**config.mk**
```make
export PLATFORM = sky130hd
export DESIGN_NAME = drv_teclado_4x4
export DESIGN_NICKNAME = d
export VERILOG_FILES = /design/src/rtl/drv_teclado_pkg.sv /design/src/rtl/drv_teclado_4x4_col_scan.sv /design/src/rtl/drv_teclado_4x4.sv
export SDC_FILE = /design/constraint.sdc
export NUM_CORES = 1
export LEC_CHECK = 0
export CAP_MARGIN = 20
export CORE_UTILIZATION = 25
export CTS_CLUSTER_SIZE = 25
export DETAILED_ROUTE_END_ITERATION = 12
export SYNTH_ARGS = -nofsm -noshare
export SYNTH_HDL_FRONTEND = slang
export SYNTH_HIERARCHICAL = 1
export SYNTH_SLANG_ARGS = --single-unit
```
**constraint.sdc**
```tcl
create_clock -name clk -period 2 [get_ports clk]
set_clock_uncertainty 0.05 [all_clocks]
set_input_delay 0.4 -clock clk [delete_from_list [all_inputs] [get_ports clk]]
set_output_delay 0.4 -clock clk [all_outputs]
set_load 0.01 [all_outputs]
```
**src/rtl/drv_teclado_pkg.sv**
```systemverilog
// Shared keypad definitions: geometry, key-code constants and the row/column -> code map.
package drv_teclado_pkg;

  localparam int COLS = 4;
  localparam int ROWS = 4;

  localparam logic [3:0] KEY_A    = 4'd10;
  localparam logic [3:0] KEY_B    = 4'd11;
  localparam logic [3:0] KEY_C    = 4'd12;
  localparam logic [3:0] KEY_D    = 4'd13;
  localparam logic [3:0] KEY_STAR = 4'd14;
  localparam logic [3:0] KEY_HASH = 4'd15;

  typedef enum logic { ARMED, WAIT_REL } arm_state_t;

  // Lowest active row wins when several rows are asserted together.
  function automatic logic [1:0] low_row(input logic [ROWS-1:0] f);
    low_row = 2'd0;
    for (int i = ROWS - 1; i >= 0; i--)
      if (f[i]) low_row = 2'(i);
  endfunction

  function automatic logic [3:0] keymap(input logic [1:0] row, input logic [1:0] col);
    keymap = 4'd0;
    case ({row, col})
      4'b00_00: keymap = 4'd1;
      4'b00_01: keymap = 4'd2;
      4'b00_10: keymap = 4'd3;
      4'b00_11: keymap = KEY_A;
      4'b01_00: keymap = 4'd4;
      4'b01_01: keymap = 4'd5;
      4'b01_10: keymap = 4'd6;
      4'b01_11: keymap = KEY_B;
      4'b10_00: keymap = 4'd7;
      4'b10_01: keymap = 4'd8;
      4'b10_10: keymap = 4'd9;
      4'b10_11: keymap = KEY_C;
      4'b11_00: keymap = KEY_STAR;
      4'b11_01: keymap = 4'd0;
      4'b11_10: keymap = KEY_HASH;
      default:  keymap = KEY_D;
    endcase
  endfunction

endpackage

```
**src/rtl/drv_teclado_4x4_col_scan.sv**
```systemverilog
// Column scanner: clock divider plus a one-hot ring that advances one column per tick.
// Runs continuously; tick marks the last cycle of each column slot.
module teclado_col_scan
  import drv_teclado_pkg::*;
#(
  parameter int SCAN_DIV = 1
) (
  input  logic            clk,
  input  logic            rst,
  output logic [COLS-1:0] col,
  output logic [1:0]      col_idx,
  output logic            tick
);

  localparam int DW = (SCAN_DIV > 1) ? $clog2(SCAN_DIV) : 1;

  logic [DW-1:0] div;

  assign tick = (div == DW'(SCAN_DIV - 1));

  always_ff @(posedge clk) begin
    if (rst) begin
      div     <= '0;
      col     <= 4'b0001;
      col_idx <= 2'd0;
    end else if (tick) begin
      div     <= '0;
      col     <= {col[COLS-2:0], col[COLS-1]};
      col_idx <= col_idx + 2'd1;
    end else begin
      div     <= div + DW'(1);
    end
  end

endmodule

```
**src/rtl/drv_teclado_4x4.sv**
```systemverilog
// 4x4 keypad driver: scans columns, decodes one press per key-down into a code and display slot.
// A held key produces a single strobe; re-arming needs four consecutive idle tick samples.
module drv_teclado_4x4
  import drv_teclado_pkg::*;
#(
  parameter int SCAN_DIV = 1
) (
  input  logic            clk,
  input  logic            rst,
  input  logic [ROWS-1:0] fila,
  output logic [COLS-1:0] col,
  output logic [4:0]      digito,
  output logic [1:0]      desp
);

  logic [1:0]  col_idx;
  logic        tick;
  arm_state_t  state, state_n;
  logic [1:0]  pos, pos_n;
  logic [1:0]  zero_cnt, zero_n;   // reaching 4 is the re-arm point, so 2 bits suffice
  logic [4:0]  digito_n;
  logic [1:0]  desp_n;

  teclado_col_scan #(.SCAN_DIV(SCAN_DIV)) u_scan (
    .clk     (clk),
    .rst     (rst),
    .col     (col),
    .col_idx (col_idx),
    .tick    (tick)
  );

  always_ff @(posedge clk) begin
    if (rst) begin
      state    <= ARMED;
      pos      <= 2'd0;
      zero_cnt <= 2'd0;
      digito   <= 5'b0_0000;
      desp     <= 2'd0;
    end else begin
      state    <= state_n;
      pos      <= pos_n;
      zero_cnt <= zero_n;
      digito   <= digito_n;
      desp     <= desp_n;
    end
  end

  always_comb begin
    state_n  = state;
    pos_n    = pos;
    zero_n   = zero_cnt;
    digito_n = {1'b0, digito[3:0]};
    desp_n   = desp;
    case (state)
      ARMED: begin
        if (fila != '0) begin
          digito_n = {1'b1, keymap(low_row(fila), col_idx)};
          desp_n   = pos;
          pos_n    = pos + 2'd1;
          state_n  = WAIT_REL;
        end
      end
      default: begin
        if (tick) begin
          if (fila != '0) begin
            zero_n = 2'd0;
          end else if (zero_cnt == 2'd3) begin
            zero_n  = 2'd0;
            state_n = ARMED;
          end else begin
            zero_n = zero_cnt + 2'd1;
          end
        end
      end
    endcase
  end

endmodule

```
Yosys cells after proc, flatten, opt, wreduce, memory -nomap -nowiden. Memory sizes are Yosys's and may differ from the RTL's. Cells that the tools add are included. W data, S select, Z words.

Bits in registers: 19. Input bits: 6. Output and inout bits: 11. Bits in read-only memories: 64. Memories: 1. Logic and storage cells: 36.

Memory list: (no name shown) (depth 16, bits a word 4, rd ports 1, clocked after Yosys merged registers in 0, wr ports 0, RTL line drv_teclado_pkg.sv:25) `case ({row, col})`.

Equality and inequality tests: 1. $add $sub $neg: 4. Reductions and logical operators: 5. Bitwise logic cells: 2. Multiplexer cells: 14.

Operator list (count): $mux W2 (8); $add A2 B1 Y2 const B (3); $mux W1 (5); $mux W5 (1); $reduce_and A2 Y1 (2); $reduce_bool A4 Y1 (1); $reduce_or A2 Y1 (2); $eq A2 B2 Y1 const B (1); $not A1 Y1 (2); $add A1 B1 Y1 const B (1).

Logic depth before layout (Yosys ltp). Gate-level depths: netlist of the first run. An unclocked memory read counts as a cell.

Word-level depth: 8. Depth in mapped cells: 5. Mapped depth without buffers: 5.

Cells and area by module. The synthesis of the first run kept the hierarchy.

By module, submodules not included: drv_teclado_4x4 (times used 1, cells each 81, area each 690.7 um^2, sequential area each 240.2 um^2); teclado_col_scan (times used 1, cells each 24, area each 265.3 um^2, sequential area each 140.1 um^2).

Worst setup path before layout of the first run. No wires, ideal clock.

Path type: input-to-reg. From: input fila[1]. To: register zero_cnt[0]. Stages: 4. Data required time: 1.879 ns. Path slack: 0.262 ns. Path buffers: 1. Data arrival time: 1.617 ns. Setup time: 0.071 ns. Cell sequence: or4_1 -> buf_2 -> or4_1 -> a21oi_1.

Longest elaborated chain between the ends: 2.

RTL lines: start, declared (RTL line drv_teclado_4x4.sv:10) `input logic [ROWS-1:0] fila,`; $reduce_bool A4 Y1 (RTL line drv_teclado_4x4.sv:65) `if (fila != '0) begin`; $mux W2 (RTL line drv_teclado_4x4.sv:65); end signal, assigned (RTL line drv_teclado_4x4.sv:42) `zero_cnt <= zero_n;`; end, declared (RTL line drv_teclado_4x4.sv:20) `logic [1:0] zero_cnt, zero_n;`.

No other way between the ends. A chain may end at the register's enable or synchronous reset.

Worst setup path in the final report of the first run. Ends and elaborated chain as after synthesis.

==> results.toml, run 1 <==
[clock_network]
cts_post_setup_buffers_inserted = 0
clock-root-buffer = "sky130_fd_sc_hd__clkbuf_8"
cts.repair.resized = 0
cts.htree.levels = 1
cts_hold_repair.buffers = 0
tritoncts_sinks = 19
cts_buffers = 3
clock_insertion_delay_worst_skew_ns = 0.25
path_clk_slew_ns = 0.07
cts_buffer_depth = 2
cts_tree = "yes"

[min_path]
min-delay-path-class = "reg2reg"
whs_path_depth = 2
worst_hold_path.endpoint = "zero_cnt[1]$_SDFFE_PP0P_"
hold_start = "zero_cnt[1]$_SDFFE_PP0P_"

[place]
hpwlAfterDp_microns = 1450
buffer_ports.inserted = 16
gpl.final_weighted_congestion = 0.845

[final_layout]
most-common-layout-cells = "sky130_fd_sc_hd__dfxtp_1, sky130_fd_sc_hd__clkdlybuf4s50_1, sky130_fd_sc_hd__a21oi_1"
finalNetCount = 139
n_antenna_cell = 0
syn_to_final_growth_pct = 30.9
final_core_util = 0.342
most_common_cell_after_layout_fill_and_taps_aside = "sky130_fd_sc_hd__dfxtp_1"
num-fill-cells = 383
layout-drive-gt1-share = 0.111

[floorplanning]
fp.coreArea_sq_mm = 0.00366
ioPinCount = 17
std_cell_rows = 22
die_area_sq_mm = 0.00407
die_height_microns = 63.8
initial_utilization = 0.261
die_w_microns = 63.8

[grt]
grt_antenna_before_repair = 0
grtUsageTotal = 0.110
first_global_vias = 806
grt_max_degree = 22
grt.overflow.total = 0
global_route_wire_length_before_repair_microns = 3530

[detailed_routing]
num_vias = 848
drt.antenna.violating_nets = 0
wire_per_inst_microns = 11.4
drt_pre_antenna_iters = 4
post_drt_via_cell_ratio = 4.87
drt_drc_violations_left = 0
drt_wl_total_microns = 1980
first_iter_violations = 49

[sta]
final_hold_violation_count = 0
final.hold.worst_slack_ns = 0.424
maxSlewViolCount = 0
min_period_ns = 1.91
finalSetupViolCount = 0
rsz0062_at_grt = "no"
final.period_utilization = 0.957
max_freq_mhz = 522

[yosys]
synth.yosys.seq_area_share = 0.398
synth_largest_type_area_fraction = 0.398
synth.avg_cell_area_sq_um = 9.10
synthDistinctLibCells = 35
post_synth_instance_area_sq_um = 956
synth_seq_cells = 19
synthCells = 105
synth_area_leader_cell = "sky130_fd_sc_hd__dfxtp_1"
synth_warnings = 6
synth_top_cells_by_area = "sky130_fd_sc_hd__dfxtp_1, sky130_fd_sc_hd__ha_1, sky130_fd_sc_hd__a21oi_1"
synth.net_count = 117

[setup_path]
critPathMaxFanout = 4
reg2reg_to = "digito[1]$_SDFFE_PP0P_"
reg2reg_slack_ns = 0.40
worst_setup_path_start_kind = "primary input"
worstPathArrival_ns = 2.05
criticalPathCategory = "in2reg"
rr_startpoint = "u_scan/col_idx[0]$_SDFFE_PP0N_"
critPathCaptureType = "flip-flop"
timing.reg2reg.worst_path_depth = 5
cp_data_required_time_ns = 2.14

[flow_run]
maxCapViolations = 0

[power]
power.density_mw_per_mm2 = 662
total_leakage_power_nw = 0.492
peakVddDrop_mv = 0.432

[status]
outcome = "completed"
[routing by layer]
layer,share of wire,track usage,up-vias
met1,0.49,0.137,404
met2,0.44,0.178,28
met4,0.0056,0.0284,0
met3,0.059,0.0375,2
li1,-,-,414
met5,0,0,-
[worst max-delay path: stages]
cell,delay (ns)
sky130_fd_sc_hd__clkdlybuf4s50_1,0.41
sky130_fd_sc_hd__or4_1,0.62
sky130_fd_sc_hd__or4_1,0.50
sky130_fd_sc_hd__a21oi_1,0.12
[cell families after synthesis]
family | count (synthesis) | synth area share
buffers and inverters | 12 | 0.0641
DFF | 19 | 0.398
other | 1 | 0.00392
AOI/OAI and AO/OA | 26 | 0.174
and+or+nand+nor | 36 | 0.223
adders and majority gates | 6 | 0.0785
muxes | 5 | 0.0589
[how the worst max path moves through the flow]
stage / start / to / slack (ns) / cells after the start
after floorplan: fila[1] / zero_cnt[0]$_SDFFE_PP0P_ / 0.26 / 4
after global placement: fila[1] / zero_cnt[0]$_SDFFE_PP0P_ / -0.14 / 4
after detailed placement: fila[1] / zero_cnt[0]$_SDFFE_PP0P_ / -0.18 / 4
after CTS: fila[1] / zero_cnt[0]$_SDFFE_PP0P_ / 0.09 / 4
after global routing: fila[1] / zero_cnt[0]$_SDFFE_PP0P_ / 0.04 / 4
final: fila[1] / zero_cnt[0]$_SDFFE_PP0P_ / 0.09 / 4
[Yosys cell counts]
cell type                    n
sky130_fd_sc_hd__a21oi_1    10
sky130_fd_sc_hd__o41ai_1     1
sky130_fd_sc_hd__a211o_1     1
sky130_fd_sc_hd__nand3_1     2
sky130_fd_sc_hd__or4_1       2
sky130_fd_sc_hd__a2111oi_0   1
sky130_fd_sc_hd__and2_1      1
sky130_fd_sc_hd__o21ai_0     4
sky130_fd_sc_hd__conb_1      1
sky130_fd_sc_hd__mux2_2      1
sky130_fd_sc_hd__nand3b_1    1
sky130_fd_sc_hd__nor4_1      2
sky130_fd_sc_hd__nor3b_1     1
sky130_fd_sc_hd__nor2_1      7
sky130_fd_sc_hd__ha_1        6
sky130_fd_sc_hd__a32o_1      1
sky130_fd_sc_hd__a211oi_1    5
sky130_fd_sc_hd__o21bai_1    1
sky130_fd_sc_hd__buf_6       2
sky130_fd_sc_hd__nor2b_1     6
sky130_fd_sc_hd__mux2i_1     3
sky130_fd_sc_hd__inv_1       5
sky130_fd_sc_hd__o211ai_1    1
sky130_fd_sc_hd__a21o_1      1
sky130_fd_sc_hd__buf_2       1
sky130_fd_sc_hd__nor2b_4     1
sky130_fd_sc_hd__nor4b_1     3
sky130_fd_sc_hd__or3_1       1
sky130_fd_sc_hd__clkbuf_1    4
sky130_fd_sc_hd__and3b_1     1
sky130_fd_sc_hd__nor3_1      2
sky130_fd_sc_hd__nand4_1     1
sky130_fd_sc_hd__dfxtp_1    19
sky130_fd_sc_hd__nand2_1     5
sky130_fd_sc_hd__mux2_4      1
[registers in the layout, summed over array words and instances, names as in the netlist]
register and cells:
pos 2, u_scan/div 1, desp 2, state 1, digito 5, zero_cnt 2, u_scan/col_idx 2, u_scan/col 4
[metrics by stage]
stage | power [mW] | cells | setup slack, ns | area [sq um] | setup TNS (ns)
floorplan | 0.508 | 105 | 0.262 | 956 | 0
global placement | 0.570 | 170 | -0.138 | 1210 | -0.193
detailed placement | 0.574 | 170 | -0.181 | 1210 | -0.367
CTS | 0.837 | 174 | 0.0891 | 1250 | 0
global route | 0.871 | 174 | 0.0386 | 1250 | 0
finish | 0.829 | 174 | 0.0854 | 1250 | 0
[power breakdown]
part / internal [mW] / leakage [nW] / switching, mW
Sequential: 0.401 / 0.157 / 0.0239
Combinational: 0.0792 / 0.313 / 0.0622
Clock: 0.141 / 0.0228 / 0.121
Total: 0.622 / 0.492 / 0.207
[layout make-up]
class	instances	area, sq um	area share
multi-input combinational	74	514	0.411
inverter	5	18.8	0.0150
sequential	19	380	0.304
tap	48	60.1	0.0480
clock buffer	4	45.0	0.0360
timing repair buffer	24	233	0.186
Note: power is estimated with default switching activity, not from simulation.
==> run 2, diff against run 1 <==
--- a/config.mk
+++ b/config.mk
@@ -9,6 +9,7 @@
 export CORE_UTILIZATION = 25
 export CTS_CLUSTER_SIZE = 25
 export DETAILED_ROUTE_END_ITERATION = 12
+export SETUP_SLACK_MARGIN = 0.15
 export SYNTH_ARGS = -nofsm -noshare
 export SYNTH_HDL_FRONTEND = slang
 export SYNTH_HIERARCHICAL = 1
==> results.toml, run 2 (synthesized netlist as in run 1, its figures left out) <==
[status]
outcome = "completed"

[floorplanning]
die_area_sq_mm = 0.00407
std_cell_rows = 22
initial_utilization = 0.261
die_w_microns = 63.8
fp.coreArea_sq_mm = 0.00366
die_height_microns = 63.8
ioPinCount = 17

[grt]
met2_usage = 0.177
first_global_vias = 800
grt_max_degree = 22
global_route_wire_length_before_repair_microns = 3510
grtUsageTotal = 0.109
grtUsageMet3 = 0.0375
grt.overflow.total = 0
global_route.usage.met1 = 0.137
top_usage_layer = "met2"
grt_antenna_before_repair = 0

[final_layout]
finalNetCount = 141
largest_register_ffs = 5
most_common_cell_after_layout_fill_and_taps_aside = "sky130_fd_sc_hd__dfxtp_1"
syn_to_final_growth_pct = 33.2
num-fill-cells = 383
largest_registers = "digito: 5 flops, u_scan/col: 4 flops"
largest_register = "digito"
multiInputGateArea_sq_um = 524
most-common-layout-cells = "sky130_fd_sc_hd__dfxtp_1, sky130_fd_sc_hd__clkdlybuf4s50_1, sky130_fd_sc_hd__a21oi_1"
layout.area.seq_sq_um = 380
layout-drive-gt1-share = 0.141
n_antenna_cell = 0

[clock_network]
cts_hold_repair.buffers = 0
cts_buffer_depth = 2
clock-root-buffer = "sky130_fd_sc_hd__clkbuf_8"
cts.htree.levels = 1
path_clk_slew_ns = 0.07
cts_tree = "yes"
cts_buffers = 3
tritoncts_sinks = 19
clock_insertion_delay_worst_skew_ns = 0.25

[detailed_routing]
num_vias = 847
wire_per_inst_microns = 11.6
drt_drc_violations_left = 0
post_drt_via_cell_ratio = 4.81
drt_pre_antenna_iters = 4
first_iter_violations = 38
drt.antenna.violating_nets = 0
drt_wl_total_microns = 2040

[sta]
timing_worst_slew_pin_value_ns = 0.484
rsz0062_at_grt = "yes"
final.period_utilization = 0.913
max_freq_mhz = 548
min_period_ns = 1.83
fin_ws_ns = 0.175
final.hold.worst_slack_ns = 0.424
finalSetupViolCount = 0
final_hold_violation_count = 0
max-slew-margin-rel = 0.673
maxSlewViolCount = 0

[setup_path]
critPathMaxFanout = 3
worstPathArrival_ns = 1.96
criticalPathCategory = "in2reg"
critPathCaptureType = "flip-flop"
cp_data_required_time_ns = 2.14
reg2reg_slack_ns = 0.41
worst_setup_path_start_kind = "primary input"

[place]
hpwlAfterDp_microns = 1450
place_ws_ns = -0.181
gpl.final_weighted_congestion = 0.845
buffer_ports.inserted = 16

[power]
peakVddDrop_mv = 0.433
power.density_mw_per_mm2 = 651
total_leakage_power_nw = 0.506

[min_path]
min-delay-path-class = "reg2reg"

[flow_run]
maxCapViolations = 0
[run 2: per-stage QoR]
stage / instance area [sq um] / utilization / total power [mW] / TNS (ns) / cells
floorplan: 956 / - / 0.508 / 0 / 105
global placement: 1210 / 0.329 / 0.570 / -0.193 / 170
detailed placement: 1210 / 0.329 / 0.574 / -0.367 / 170
CTS: 1260 / 0.344 / 0.837 / 0 / 175
global route: 1270 / 0.348 / 0.873 / 0 / 176
finish: 1270 / 0.348 / 0.829 / 0 / 176
[run 2: worst paths after layout]
path / start / end / cells past startpoint
max: fila[1] / zero_cnt[0]$_SDFFE_PP0P_ / 4
min: zero_cnt[1]$_SDFFE_PP0P_ / zero_cnt[1]$_SDFFE_PP0P_ / 2
max reg2reg: u_scan/col_idx[0]$_SDFFE_PP0N_ / digito[1]$_SDFFE_PP0P_ / 5
min reg2reg: zero_cnt[1]$_SDFFE_PP0P_ / zero_cnt[1]$_SDFFE_PP0P_ / 2
[run 2: layer usage]
| metal | up-vias | wire length, microns | part of all wire |
|---|---|---|---|
| met5 | - | 0 | 0 |
| met4 | 0 | 11 | 0.0054 |
| met3 | 2 | 111 | 0.054 |
| met2 | 25 | 925 | 0.45 |
| met1 | 401 | 991 | 0.49 |
| li1 | 419 | - | - |
[run 2: layout make-up]
type,instances,share of cell area
Clock buffer,4,0.0354
Inverter,5,0.0147
Multi-Input combinational cell,74,0.412
Sequential cell,19,0.299
Tap cell,48,0.0472
Timing Repair Buffer,26,0.193
[run 2: critical path, stage by stage]
cell and delay (ns):
sky130_fd_sc_hd__clkdlybuf4s50_1 0.42, sky130_fd_sc_hd__or4_4 0.51, sky130_fd_sc_hd__or4_1 0.51, sky130_fd_sc_hd__a21oi_1 0.12
[run 2: repair_timing]
action	4_1_cts	5_1_grt
gates cloned	0	0
endpoints found under the setup margin	1	2
resized for setup	3	1
buffers inserted	1	1
pin swaps	3	2
hold endpoints to repair	0	0
[run 2: power breakdown]
group / internal, mW / switching (mW)
Sequential: 0.401 / 0.0241
Combinational: 0.0796 / 0.0638
Clock: 0.141 / 0.119
==> run 3, diff against run 2 <==
--- a/config.mk
+++ b/config.mk
@@ -9,6 +9,7 @@
 export CORE_UTILIZATION = 25
 export CTS_CLUSTER_SIZE = 25
 export DETAILED_ROUTE_END_ITERATION = 12
+export REMOVE_ABC_BUFFERS = 1
 export SETUP_SLACK_MARGIN = 0.15
 export SYNTH_ARGS = -nofsm -noshare
 export SYNTH_HDL_FRONTEND = slang
==> results.toml, run 3 (synthesized netlist as in run 1, its figures left out) <==
[detailed_routing]
drt_drc_violations_left = 0
drt.antenna.violating_nets = 0
post_drt_via_cell_ratio = 4.69
num_vias = 821
drt_pre_antenna_iters = 4
wire_per_inst_microns = 11.3
drt_wl_total_microns = 1980
first_iter_violations = 15

[place]
gpl.final_weighted_congestion = 0.768
buffer_ports.inserted = 16
placed_cells = 171
hpwlAfterDp_microns = 1470

[sta]
final_hold_violation_count = 0
finalSetupViolCount = 0
setup_total_negative_slack_ns = 0
final.period_utilization = 0.863
maxSlewViolCount = 0
min_period_ns = 1.73
rsz0062_at_grt = "no"
max_freq_mhz = 579
final.hold.worst_slack_ns = 0.415

[final_layout]
syn_to_final_growth_pct = 31.0
n_antenna_cell = 0
num-fill-cells = 381
largest_register_ffs = 5
most-common-layout-cells = "sky130_fd_sc_hd__dfxtp_1, sky130_fd_sc_hd__clkdlybuf4s50_1, sky130_fd_sc_hd__a21oi_1"
multiInputGateArea_sq_um = 522
layout-drive-gt1-share = 0.134
finalNetCount = 140
layout.cells.non_filler = 175
most_common_cell_after_layout_fill_and_taps_aside = "sky130_fd_sc_hd__dfxtp_1"
largest_registers = "digito: 5 flops, u_scan/col: 4 flops"
largest_register = "digito"
layout.area.seq_sq_um = 380

[power]
power.net_switching_mw = 0.206
power.density_mw_per_mm2 = 659
comb_power_share = 0.169
internal-power_mw = 0.619
peakVddDrop_mv = 0.333
power.clock.fraction = 0.317
total_leakage_power_nw = 0.509
switching_share = 0.250
power.share.sequential = 0.515

[clock_network]
cts.htree.levels = 1
tritoncts_sinks = 19
cts_buffer_depth = 2
clock-root-buffer = "sky130_fd_sc_hd__clkbuf_8"
path_clk_slew_ns = 0.07
clock_insertion_delay_worst_skew_ns = 0.25
cts_buffers = 3
cts_tree = "yes"

[grt]
grtUsageTotal = 0.103
grt.overflow.total = 0
grt_antenna_before_repair = 0
global_route_wire_length_before_repair_microns = 3350
grt_max_degree = 14
first_global_vias = 753

[setup_path]
rr_startpoint = "u_scan/col_idx[0]$_SDFFE_PP0N_"
critical_path_buf_inv_count = 1
cp-startpoint = "fila[2]"
reg2reg_slack_ns = 0.38
cp_cell_sequence = "dlygate4sd2_1 -> or4_4 -> or4_4 -> a21oi_1"
worst_path_max_delay_cell = "sky130_fd_sc_hd__or4_4"
crit_top_cell = "sky130_fd_sc_hd__or4_4"
critPathMaxFanout = 5
worst_setup_path_start_kind = "primary input"
criticalPathCategory = "in2reg"
cpLargestDelayFamily = "simple AND/OR/NAND/NOR gates"
critPathCaptureType = "flip-flop"
reg2reg_to = "digito[1]$_SDFFE_PP0P_"
cp_data_required_time_ns = 2.14
timing.critical_path.depth = 4
cp_slowest_stage_delay_ns = 0.57
worstPathArrival_ns = 1.87
cp-endpoint = "zero_cnt[0]$_SDFFE_PP0P_"
timing.reg2reg.worst_path_depth = 5

[floorplanning]
die_w_microns = 63.8
ioPinCount = 17
die_area_sq_mm = 0.00407
std_cell_rows = 22
die_height_microns = 63.8
initial_utilization = 0.261
fp.coreArea_sq_mm = 0.00366

[min_path]
min-delay-path-class = "reg2reg"
whs_path_depth = 2

[flow_run]
maxCapViolations = 0

[status]
outcome = "completed"
run 3: cell types whose count changed in the layout (fill, tap and decap cells not counted):
cell                              delta
sky130_fd_sc_hd__or4_1               -1
sky130_fd_sc_hd__nor4_2              -1
sky130_fd_sc_hd__dlygate4sd2_1       +1
sky130_fd_sc_hd__nor4_1              +1
sky130_fd_sc_hd__clkdlybuf4s50_1     -2
sky130_fd_sc_hd__buf_12              -1
sky130_fd_sc_hd__or4_4               +1
sky130_fd_sc_hd__dlymetal6s2s_1      +1
run 3: area by class of cell:
type,instances,area share
Multi-Input combinational cell,74,0.417
Inverter,5,0.0150
Clock buffer,4,0.0360
Timing Repair Buffer,25,0.181
Sequential cell,19,0.304
Tap cell,48,0.0480
run 3: repair_timing:
| item | in CTS | in global routing |
|---|---|---|
| endpoints found under the hold margin | 0 | 0 |
| endpoints found under the setup margin | 2 | 1 |
| buffers inserted | 0 | 0 |
| hold buffers | 0 | 0 |
| pin swaps | 3 | 1 |
| gates resized for setup | 4 | 2 |
run 3: power by group through the flow:
stage / clock, mW / combinational, mW / sequential [mW]
floorplan: 0 / 0.0604 / 0.434
global placement: 0 / 0.136 / 0.431
detailed placement: 0 / 0.140 / 0.433
CTS: 0.271 / 0.139 / 0.425
global route: 0.283 / 0.153 / 0.429
finish: 0.261 / 0.139 / 0.425
run 3: how the worst min path moves through the flow:
stage	from	to	slack [ns]
CTS	zero_cnt[1]$_SDFFE_PP0P_	zero_cnt[1]$_SDFFE_PP0P_	0.42
floorplan	zero_cnt[1]$_SDFFE_PP0P_	zero_cnt[1]$_SDFFE_PP0P_	0.38
global route	zero_cnt[0]$_SDFFE_PP0P_	zero_cnt[0]$_SDFFE_PP0P_	0.45
detailed placement	zero_cnt[1]$_SDFFE_PP0P_	zero_cnt[1]$_SDFFE_PP0P_	0.41
global placement	zero_cnt[1]$_SDFFE_PP0P_	zero_cnt[1]$_SDFFE_PP0P_	0.40
finish	zero_cnt[1]$_SDFFE_PP0P_	zero_cnt[1]$_SDFFE_PP0P_	0.41
run 3: per-stage QoR:
| stage | setup slack, ns | power (mW) | cell area (sq um) | util |
|---|---|---|---|---|
| 2_1_floorplan | 0.276 | 0.495 | 913 | - |
| 3_3_place_gp | -0.172 | 0.568 | 1200 | 0.328 |
| 3_5_place_dp | -0.208 | 0.573 | 1200 | 0.328 |
| 4_1_cts | 0.189 | 0.835 | 1250 | 0.340 |
| 5_1_grt | 0.237 | 0.865 | 1250 | 0.342 |
| 6_report | 0.274 | 0.825 | 1250 | 0.342 |
run 3: tightest hold or removal path, delay by kind of cell, from the launching register on:
kind | cells | cell delay (ns)
AOI/OAI and AO/OA | 1 | 0.05
DFF | 1 | 0.32
and+or+nand+nor | 1 | 0.05
run 3: layer usage:
| layer | part of all wire | GRT usage |
|---|---|---|
| met3 | 0.055 | 0.0375 |
| met4 | 0 | 0.0256 |
| met1 | 0.48 | 0.128 |
| met5 | 0 | 0 |
| met2 | 0.46 | 0.166 |
